`src/rtl/mem_arbiter_if.sv`:
```
// Signal bundle for the fetch/data to shared-bus arbiter.
// master: arbiter view; slave: CPU and memory environment view.
interface mem_arbiter_if #(
    parameter int AW = 32,
    parameter int DW = 32
);
    logic              i_req;
    logic [AW-1:0]     i_addr;
    logic [DW-1:0]     i_rdata;
    logic              i_done;
    logic              i_stall;

    logic              d_req;
    logic              d_wr;
    logic [AW-1:0]     d_addr;
    logic [DW-1:0]     d_wdata;
    logic [DW/8-1:0]   d_wstrb;
    logic [DW-1:0]     d_rdata;
    logic              d_done;
    logic              d_stall;

    logic              bus_req;
    logic              bus_wr;
    logic [AW-1:0]     bus_addr;
    logic [DW-1:0]     bus_wdata;
    logic [DW/8-1:0]   bus_wstrb;
    logic              bus_ack;
    logic [DW-1:0]     bus_rdata;
    logic              bus_err;

    modport master (
        input  i_req, i_addr,
        input  d_req, d_wr, d_addr, d_wdata, d_wstrb,
        input  bus_ack, bus_rdata,
        output i_rdata, i_done, i_stall,
        output d_rdata, d_done, d_stall,
        output bus_req, bus_wr, bus_addr,
        output bus_wdata, bus_wstrb, bus_err
    );

    modport slave (
        output i_req, i_addr,
        output d_req, d_wr, d_addr, d_wdata, d_wstrb,
        output bus_ack, bus_rdata,
        input  i_rdata, i_done, i_stall,
        input  d_rdata, d_done, d_stall,
        input  bus_req, bus_wr, bus_addr,
        input  bus_wdata, bus_wstrb, bus_err
    );
endinterface

```
`src/rtl/mem_arbiter.sv`:
```
// Two-requester (fetch/data) arbiter onto one shared memory bus.
// One transaction at a time: IDLE -> BUS -> RESP, with a bus timeout.
module mem_arbiter #(
    parameter int AW      = 32,
    parameter int DW      = 32,
    parameter int TIMEOUT = 255
) (
    input logic           clk,
    input logic           rst,
    mem_arbiter_if.master mem
);
    localparam int          SW  = DW / 8;
    localparam logic [15:0] TMO = 16'(TIMEOUT);

    typedef enum logic [1:0] {
        IDLE = 2'd0,
        BUS  = 2'd1,
        RESP = 2'd2
    } state_t;

    state_t state;
    state_t stateNext;

    logic          lastD;
    logic          ownD;
    logic          errQ;
    logic [15:0]   cycleCnt;
    logic [15:0]   cntInc;

    logic          anyReq;
    logic          pickD;
    logic          grantNow;
    logic          inBus;
    logic          ackHit;
    logic          timeoutHit;

    logic          busReq;
    logic          iDone;
    logic          dDone;

    logic          busWrQ;
    logic [AW-1:0] busAddrQ;
    logic [DW-1:0] busWdataQ;
    logic [SW-1:0] busWstrbQ;
    logic [DW-1:0] iRdataQ;
    logic [DW-1:0] dRdataQ;

    // A lone requester always wins; on contention the grant alternates.
    always_comb begin
        anyReq     = mem.i_req | mem.d_req;
        pickD      = mem.d_req & (~mem.i_req | ~lastD);
        inBus      = (state == BUS);
        grantNow   = (state == IDLE) & anyReq;
        ackHit     = inBus & mem.bus_ack;
        cntInc     = cycleCnt + 16'd1;
        timeoutHit = inBus & ~mem.bus_ack
                   & (cntInc == TMO);
    end

    always_ff @(posedge clk or posedge rst) begin
        if (rst) begin
            state <= IDLE;
        end else begin
            state <= stateNext;
        end
    end

    always_comb begin
        stateNext = state;
        unique case (state)
            IDLE: begin
                if (anyReq) begin
                    stateNext = BUS;
                end
            end
            BUS: begin
                if (ackHit | timeoutHit) begin
                    stateNext = RESP;
                end
            end
            RESP: begin
                stateNext = IDLE;
            end
            default: begin
                stateNext = IDLE;
            end
        endcase
    end

    always_comb begin
        busReq = 1'b0;
        iDone  = 1'b0;
        dDone  = 1'b0;
        unique case (state)
            IDLE: ;
            BUS: begin
                busReq = 1'b1;
            end
            RESP: begin
                iDone = ~ownD;
                dDone = ownD;
            end
            default: ;
        endcase
    end

    // Bus fields are latched once at grant and held for the whole transaction.
    always_ff @(posedge clk or posedge rst) begin
        if (rst) begin
            lastD     <= 1'b0;
            ownD      <= 1'b0;
            busWrQ    <= 1'b0;
            busAddrQ  <= '0;
            busWdataQ <= '0;
            busWstrbQ <= '0;
        end else if (grantNow) begin
            lastD     <= pickD;
            ownD      <= pickD;
            busWrQ    <= pickD & mem.d_wr;
            busAddrQ  <= pickD ? mem.d_addr : mem.i_addr;
            busWdataQ <= pickD ? mem.d_wdata : '0;
            busWstrbQ <= pickD ? mem.d_wstrb : '0;
        end
    end

    always_ff @(posedge clk or posedge rst) begin
        if (rst) begin
            cycleCnt <= '0;
            errQ     <= 1'b0;
            iRdataQ  <= '0;
            dRdataQ  <= '0;
        end else if (grantNow) begin
            cycleCnt <= '0;
        end else if (ackHit) begin
            if (ownD) begin
                dRdataQ <= mem.bus_rdata;
            end else begin
                iRdataQ <= mem.bus_rdata;
            end
        end else if (timeoutHit) begin
            errQ <= 1'b1;
            if (ownD) begin
                dRdataQ <= '0;
            end else begin
                iRdataQ <= '0;
            end
        end else if (inBus) begin
            cycleCnt <= cntInc;
        end
    end

    assign mem.bus_req   = busReq;
    assign mem.bus_wr    = busWrQ;
    assign mem.bus_addr  = busAddrQ;
    assign mem.bus_wdata = busWdataQ;
    assign mem.bus_wstrb = busWstrbQ;
    assign mem.bus_err   = errQ;

    assign mem.i_done    = iDone;
    assign mem.d_done    = dDone;
    assign mem.i_rdata   = iRdataQ;
    assign mem.d_rdata   = dRdataQ;
    assign mem.i_stall   = mem.i_req & ~iDone;
    assign mem.d_stall   = mem.d_req & ~dDone;
endmodule

```
`src/flat_wrapper.sv`:
```
// flat-port wrapper written by rule: the top's interface ports become plain ports
module mem_arbiter_flat 
#(
    parameter int AW      = 32,
    parameter int DW      = 32,
    parameter int TIMEOUT = 255
)
  (clk, rst, mem_i_req, mem_i_addr, mem_d_req, mem_d_wr, mem_d_addr, mem_d_wdata, mem_d_wstrb, mem_bus_ack, mem_bus_rdata, mem_i_rdata, mem_i_done, mem_i_stall, mem_d_rdata, mem_d_done, mem_d_stall, mem_bus_req, mem_bus_wr, mem_bus_addr, mem_bus_wdata, mem_bus_wstrb, mem_bus_err);
  mem_arbiter_if #(.AW(AW), .DW(DW)) mem_i ();
  input logic clk;
  input logic rst;
  input wire logic [$bits(mem_i.i_req)-1:0] mem_i_req;
  input wire logic [$bits(mem_i.i_addr)-1:0] mem_i_addr;
  input wire logic [$bits(mem_i.d_req)-1:0] mem_d_req;
  input wire logic [$bits(mem_i.d_wr)-1:0] mem_d_wr;
  input wire logic [$bits(mem_i.d_addr)-1:0] mem_d_addr;
  input wire logic [$bits(mem_i.d_wdata)-1:0] mem_d_wdata;
  input wire logic [$bits(mem_i.d_wstrb)-1:0] mem_d_wstrb;
  input wire logic [$bits(mem_i.bus_ack)-1:0] mem_bus_ack;
  input wire logic [$bits(mem_i.bus_rdata)-1:0] mem_bus_rdata;
  output wire logic [$bits(mem_i.i_rdata)-1:0] mem_i_rdata;
  output wire logic [$bits(mem_i.i_done)-1:0] mem_i_done;
  output wire logic [$bits(mem_i.i_stall)-1:0] mem_i_stall;
  output wire logic [$bits(mem_i.d_rdata)-1:0] mem_d_rdata;
  output wire logic [$bits(mem_i.d_done)-1:0] mem_d_done;
  output wire logic [$bits(mem_i.d_stall)-1:0] mem_d_stall;
  output wire logic [$bits(mem_i.bus_req)-1:0] mem_bus_req;
  output wire logic [$bits(mem_i.bus_wr)-1:0] mem_bus_wr;
  output wire logic [$bits(mem_i.bus_addr)-1:0] mem_bus_addr;
  output wire logic [$bits(mem_i.bus_wdata)-1:0] mem_bus_wdata;
  output wire logic [$bits(mem_i.bus_wstrb)-1:0] mem_bus_wstrb;
  output wire logic [$bits(mem_i.bus_err)-1:0] mem_bus_err;
  assign mem_i.i_req = mem_i_req;
  assign mem_i.i_addr = mem_i_addr;
  assign mem_i.d_req = mem_d_req;
  assign mem_i.d_wr = mem_d_wr;
  assign mem_i.d_addr = mem_d_addr;
  assign mem_i.d_wdata = mem_d_wdata;
  assign mem_i.d_wstrb = mem_d_wstrb;
  assign mem_i.bus_ack = mem_bus_ack;
  assign mem_i.bus_rdata = mem_bus_rdata;
  assign mem_i_rdata = mem_i.i_rdata;
  assign mem_i_done = mem_i.i_done;
  assign mem_i_stall = mem_i.i_stall;
  assign mem_d_rdata = mem_i.d_rdata;
  assign mem_d_done = mem_i.d_done;
  assign mem_d_stall = mem_i.d_stall;
  assign mem_bus_req = mem_i.bus_req;
  assign mem_bus_wr = mem_i.bus_wr;
  assign mem_bus_addr = mem_i.bus_addr;
  assign mem_bus_wdata = mem_i.bus_wdata;
  assign mem_bus_wstrb = mem_i.bus_wstrb;
  assign mem_bus_err = mem_i.bus_err;
  mem_arbiter #(.AW(AW), .DW(DW), .TIMEOUT(TIMEOUT)) u_core (.clk(clk), .rst(rst), .mem(mem_i));
endmodule
```
`config.mk`:
```
export PLATFORM = sky130hd
export DESIGN_NAME = mem_arbiter_flat
export DESIGN_NICKNAME = d
export VERILOG_FILES = /design/src/rtl/mem_arbiter_if.sv /design/src/rtl/mem_arbiter.sv /design/src/flat_wrapper.sv
export SDC_FILE = /design/constraint.sdc
export NUM_CORES = 1
export LEC_CHECK = 0
export CAP_MARGIN = 20
export CORE_MARGIN = 8
export CORE_UTILIZATION = 38
export CTS_CLUSTER_DIAMETER = 60
export DETAILED_ROUTE_END_ITERATION = 8
export PLACE_DENSITY = 0.76
export SLEW_MARGIN = 25
export SYNTH_ARGS = -nofsm -noshare
export SYNTH_HDL_FRONTEND = slang
export SYNTH_SLANG_ARGS = --single-unit
export TNS_END_PERCENT = 50
```
`constraint.sdc`:
```
create_clock -name clk -period 4.44 [get_ports clk]
set_input_delay 0.666 -clock clk [delete_from_list [all_inputs] [get_ports clk]]
set_output_delay 0.666 -clock clk [all_outputs]
set_load 0.02 [all_outputs]
```
# Yosys cells after proc, flatten, opt, wreduce, memory -nomap -nowiden
# Cells that the tools add are included.
[totals]
word_cells = 65
in_bits = 138
output_inout_bits = 139
ff_bits = 153
[classes]
n_reduce_logical = 8
addsub = 1
n_eq_ne = 7
muxes = 21
bitwise = 18
[ops]
columns = ["op", "count"]
rows = [
  ["$mux W32", 10],
  ["$mux W16", 4],
  ["$add A16 B1 Y16 const B", 1],
  ["$eq A16 B8 Y1 const B", 1],
  ["$reduce_and A3 Y1", 4],
  ["$and A1 B1 Y1", 8],
  ["$not A1 Y1", 7],
  ["$ne A2 B1 Y1 const B", 3],
  ["$mux W2", 2],
  ["$mux W4", 1],
  ["$pmux W2 S2", 1],
  ["$reduce_bool A2 Y1", 2],
  ["$mux W1", 3],
  ["$or A1 B1 Y1", 3],
  ["$eq A2 B1 Y1 const B", 1],
  ["$eq A2 B2 Y1 const B", 1],
  ["$logic_not A2 Y1", 1],
  ["$ne A2 B2 Y1 const B", 1],
  ["$reduce_and A2 Y1", 1],
]

# Logic depth before layout (Yosys ltp)
[logic_depth]
ltp_word = 6
ltp_mapped = 9
mapped_depth_nobuf = 9

# Worst setup path before layout
# No wires, ideal clock.
[synth_timing]
path_kind = "reg-to-reg"
from = "register u_core.cycleCnt[0]"
to = "register u_core.cycleCnt[7]"
t_required_ps = 4316
path_slack_ps = 1888
stages_incl_launch_ff = 9
path_buffers = 0
arrival_ps = 2428
setup_time_ps = 124
path_cell_list = "dfrtp_1 -> ha_1 -> or2b_1 -> and2_0 -> a2111o_1 -> a311o_2 -> o21a_4 -> and3_4 -> a211o_1"
[synth_between]
elab_chain_len = 5
[synth_rtl]
columns = ["item", "line_no", "source"]
rows = [
  ["start, declared", "mem_arbiter.sv:27", "logic [15:0] cycleCnt;"],
  ["start signal, assigned", "mem_arbiter.sv:148", "cycleCnt <= cntInc;"],
  ["$add A16 B1 Y16 (*)", "mem_arbiter.sv:55", "cntInc = cycleCnt + 16'd1;"],
  ["$eq A16 B8 Y1 / $mux W16 (equally long branches)", "mem_arbiter.sv:57, mem_arbiter.sv:147", ""],
  ["$and A1 B1 Y1 / $mux W16 (equally long branches)", "mem_arbiter.sv:57, mem_arbiter.sv:140", ""],
  ["$ne A2 B1 Y1 (no source line) / $mux W16 (equally long branches)", "n/a", ""],
  ["$reduce_and A3 Y1 (no source line) / $mux W16 (equally long branches)", "n/a", ""],
]
# Every way passes the cells marked *; elsewhere a longest branch is shown, timed or not. The select of a mux whose other input is x is not followed.
# A chain may end at the register's enable or synchronous reset.

# Worst setup path after layout
[layout_timing]
from = "register u_core.cycleCnt[0]"
to = "register u_core.dRdataQ[1] (netlist: u_core.mem.d_rdata[1])"
[layout_between]
elab_chain_len = 5
[layout_rtl]
columns = ["item", "line_no", "source"]
rows = [
  ["$add A16 B1 Y16", "mem_arbiter.sv:55", ""],
  ["$eq A16 B8 Y1", "mem_arbiter.sv:57", "& (cntInc == TMO);"],
  ["$and A1 B1 Y1", "mem_arbiter.sv:57", ""],
  ["$reduce_bool A2 Y1 (no source line)", "n/a", ""],
  ["$reduce_and A3 Y1 (no source line)", "n/a", ""],
  ["end signal, assigned", "mem_arbiter.sv:136", "dRdataQ <= mem.bus_rdata;"],
  ["end, declared", "mem_arbiter.sv:46", "logic [DW-1:0] dRdataQ;"],
]
# No other way between the ends.

==> summary.md <==
| Metric | Value |
|---|---|
| Status | `complete, no violations` |
| Worst Path Arrival | `3.26 ns` |
| Max-slew violations | `0` |
| Worst path bufs/invs | `0` |
| Pre-Repair DR Iteration Count | `5` |
| Number of enable flip-flop cells after synthesis | `0` |
| Worst hold stages | `2` |
| Die Y | `145 um` |
| Tcrit/Tclk final | `66.5%` |
| Most common cell in the synthesized netlist | `dfrtp_1` |
| Peak Freq | `339 MHz` |
| Maximum fanout along the worst path | `32` |
| Most used flip-flop cell after synthesis | `dfrtp_1` |
| Routed Antenna Nets | `0` |
| Num CTS Buffers | `17` |
| Skew final | `0.0106 ns` |
| Minimum clock period | `2.95 ns` |
| YS warnings | `0` |
| Crit path max-delay family | `compound AO/OA/AOI/OAI gates` |
| Vias after detailed routing | `5296` |
| Vias in the first global route | `5601` |
| Clk root buf | `clkbuf_16` |
| CP peak stage delay | `0.44 ns` |
| Clock latency on the worst-skew pair | `0.42 ns` |
| Routed len/inst | `20.7 um` |
| Final hold violations | `0` |
| Hold Path Sink | `u_core.mem.bus_err` |
| Slowest-stage cell, CP | `dfrtp_1` |
| Residual DRC count | `0` |
| Fin util | `60.6%` |
| Ratio of cells with drive above 1 in the final layout | `7.39%` |
| Peak supply drop | `413 uV` |
| RR Endpoint | `u_core.mem.d_rdata[1]` |
| R2R setup slack | `1.49 ns` |
| Fin Setup TNS | `0 ns` |
| Cell Area, Synth | `0.00631 mm^2` |
| Synthesized Nets | `647` |
| Io pins | `277` |
| First-pass GRT wire length | `31400 um` |
| Hold Startpoint | `u_core.mem.bus_err` |
| Max Buffers Root-to-Sink | `2` |
| Final WL | `20900 um` |
| Share of flip-flops with an asynchronous set or reset | `100%` |
| # port buffers | `276` |
| Setup bufs post-CTS | `0` |
| Die ar. | `0.0210 mm^2` |
| Clock sinks | `153` |
| PostCTS Resize Cnt | `0` |
| Worst setup EP type | `flip-flop` |
| RR Startpoint | `u_core.cycleCnt[0]` |
| Via density | `5.25` |
| Slew @ Worst Pin | `0.931 ns` |
| Hold crit path type | `reg -> reg` |
| GRT Util Overall | `19.6%` |
| Relative slew margins | `37.7%` |
| CP startpoint kind | `flip-flop` |
| DIE WIDTH | `145 um` |
| Post-synthesis average cell area | `12.4 um^2` |
| Final setup fails | `0` |
| Starting density of the core | `38.4%` |
| Post-DP HPWL | `15000 um` |
| # fillers | `1247` |
| Largest net degree at the start of global routing | `154` |
| Routability-driven placement congestion ratio | `0.824` |
| Largest cells by area after synthesis | `dfrtp_1 (61%), a22o_1 (14%), mux2i_1 (5.2%)` |
| Most instantiated cells after synthesis | `dfrtp_1 (153), a22o_1 (102), nand2_1 (41)` |
| Std cell rows | `47` |
| Flops & latches, synth | `153` |
| RSZ-0062 raised after global routing | `no` |
| Pwr/cell area | `733 mW/mm^2` |
| Worst reg2reg path depth | `8` |
| Max Cap Viol | `0` |
| Total gr overflow | `0` |
| TritonCTS clock tree | `yes` |
| Final net count | `912` |
| Post-synthesis sequential area ratio | `60.7%` |
| H-tree Lvls | `4` |
| Clock slew at reported path FFs | `0.07 ns` |
| Netlist cell types | `49` |
| Critical Path RT | `4.75 ns` |
| Leak | `4.39 nW` |
| Worst Setup Path Type | `reg -> reg` |
| Synth Instances | `507` |
| Number of DRC markers in iteration 0 | `265` |
| Core area | `0.0164 mm^2` |
| Area Overhead vs Synth | `57.7%` |
| Post-synth top area share | `60.7%` |
| Hold_buf cts | `0` |
| Initial antenna violation count | `0` |
| Cells along the critical path | `ha_1 -> or2b_1 -> and2_0 -> a2111o_1 -> a311o_2 -> o21bai_4 -> nand3_4 -> a22o_1` |
| Area leader, netlist | `dfrtp_1` |
-- routing by layer --
layer	GRT usage, %	routed length (um)
met4	8.76	670
met5	0	0
met1	22.1	7830
met3	7.51	1970
met2	32.6	10400
-- state kept, by name (all words and copies together), names as in the netlist --
register and cells:
u_core.mem.d_rdata 32, u_core.mem.bus_wdata 32, u_core.state 2, u_core.mem.bus_wr 1, u_core.mem.i_rdata 32, u_core.mem.bus_err 1, u_core.mem.bus_addr 32, u_core.mem.bus_wstrb 4
u_core.lastD 1, u_core.cycleCnt 16
-- cells by family after synthesis --
kind of cell / after synthesis / share of synthesized area, %
xor gates and xnor gates: 1 / 0.139
muxes: 33 / 5.24
AOI/OAI and AO/OA: 171 / 21.0
adders and majority gates: 2 / 0.397
and+or+nand+nor: 103 / 9.11
DFF: 153 / 60.7
buffers and inverters: 44 / 3.37
-- through the flow --
step	setup WS (ns)	hold slack (ns)	total power [mW]	instance area [um^2]	cells
final	1.49	0.474	7.29	9950	1008
after global routing	1.35	0.509	7.64	9940	1005
after CTS	1.50	0.472	7.35	9940	1005
after detailed placement	1.52	0.459	5.65	9260	973
after global placement	1.60	0.460	5.55	9260	973
after floorplan	1.84	0.519	3.97	6310	507
-- worst min-delay path: stages (launching register included) --
cell and delay (ns):
dfrtp_1 0.34, inv_1 0.05, o31ai_1 0.05
-- area by class of cell --
cell class	instances	area (um^2)	area share, %
antenna	3	7.51	0.0755
clock buffer	19	453	4.55
clock inverter	13	226	2.28
inverter	8	33.8	0.340
multi-input combinational	310	2290	23.0
sequential	153	3830	38.5
tap	220	275	2.77
timing repair buffer	282	2830	28.5
-- cells in the final DEF (no fill, tap or decap), drive strengths merged, types with 4 or more instances in the layout --
cell type | netlist | final
buf | 12 | 6
a21o | 4 | 4
o21ai | 41 | 41
a22o | 102 | 102
nand2 | 41 | 41
nor2 | 10 | 10
bufinv | 0 | 5
clkbuf | 24 | 19
nand4 | 4 | 4
dfrtp | 153 | 153
nand3 | 13 | 13
clkdlybuf4s50 | 0 | 276
nor3 | 9 | 9
inv | 8 | 13
and3 | 4 | 4
a21oi | 8 | 8
mux2i | 33 | 33
a31oi | 4 | 4
nor2b | 4 | 4
-- where the power goes --
group,internal [mW],total (mW),switching (mW),leakage (nW)
sequential,1.98,2.35,0.377,1.95
combinational,1.57,3.27,1.70,2.11
clock,1.05,1.67,0.621,0.331
total,4.59,7.29,2.70,4.39
-- worst max path at each step --
stage / startpoint / end / slack (ns) / cells past startpoint
floorplan: rst / u_core.cycleCnt[0] / 1.84 / 1
global placement: u_core.cycleCnt[0] / u_core.mem.d_rdata[30] / 1.60 / 8
detailed placement: u_core.cycleCnt[0] / u_core.mem.d_rdata[1] / 1.52 / 8
CTS: u_core.cycleCnt[0] / u_core.mem.d_rdata[1] / 1.50 / 8
global route: u_core.cycleCnt[0] / u_core.mem.d_rdata[18] / 1.35 / 8
finish: u_core.cycleCnt[0] / u_core.mem.d_rdata[1] / 1.49 / 8
(Power assumes the default switching activity.)
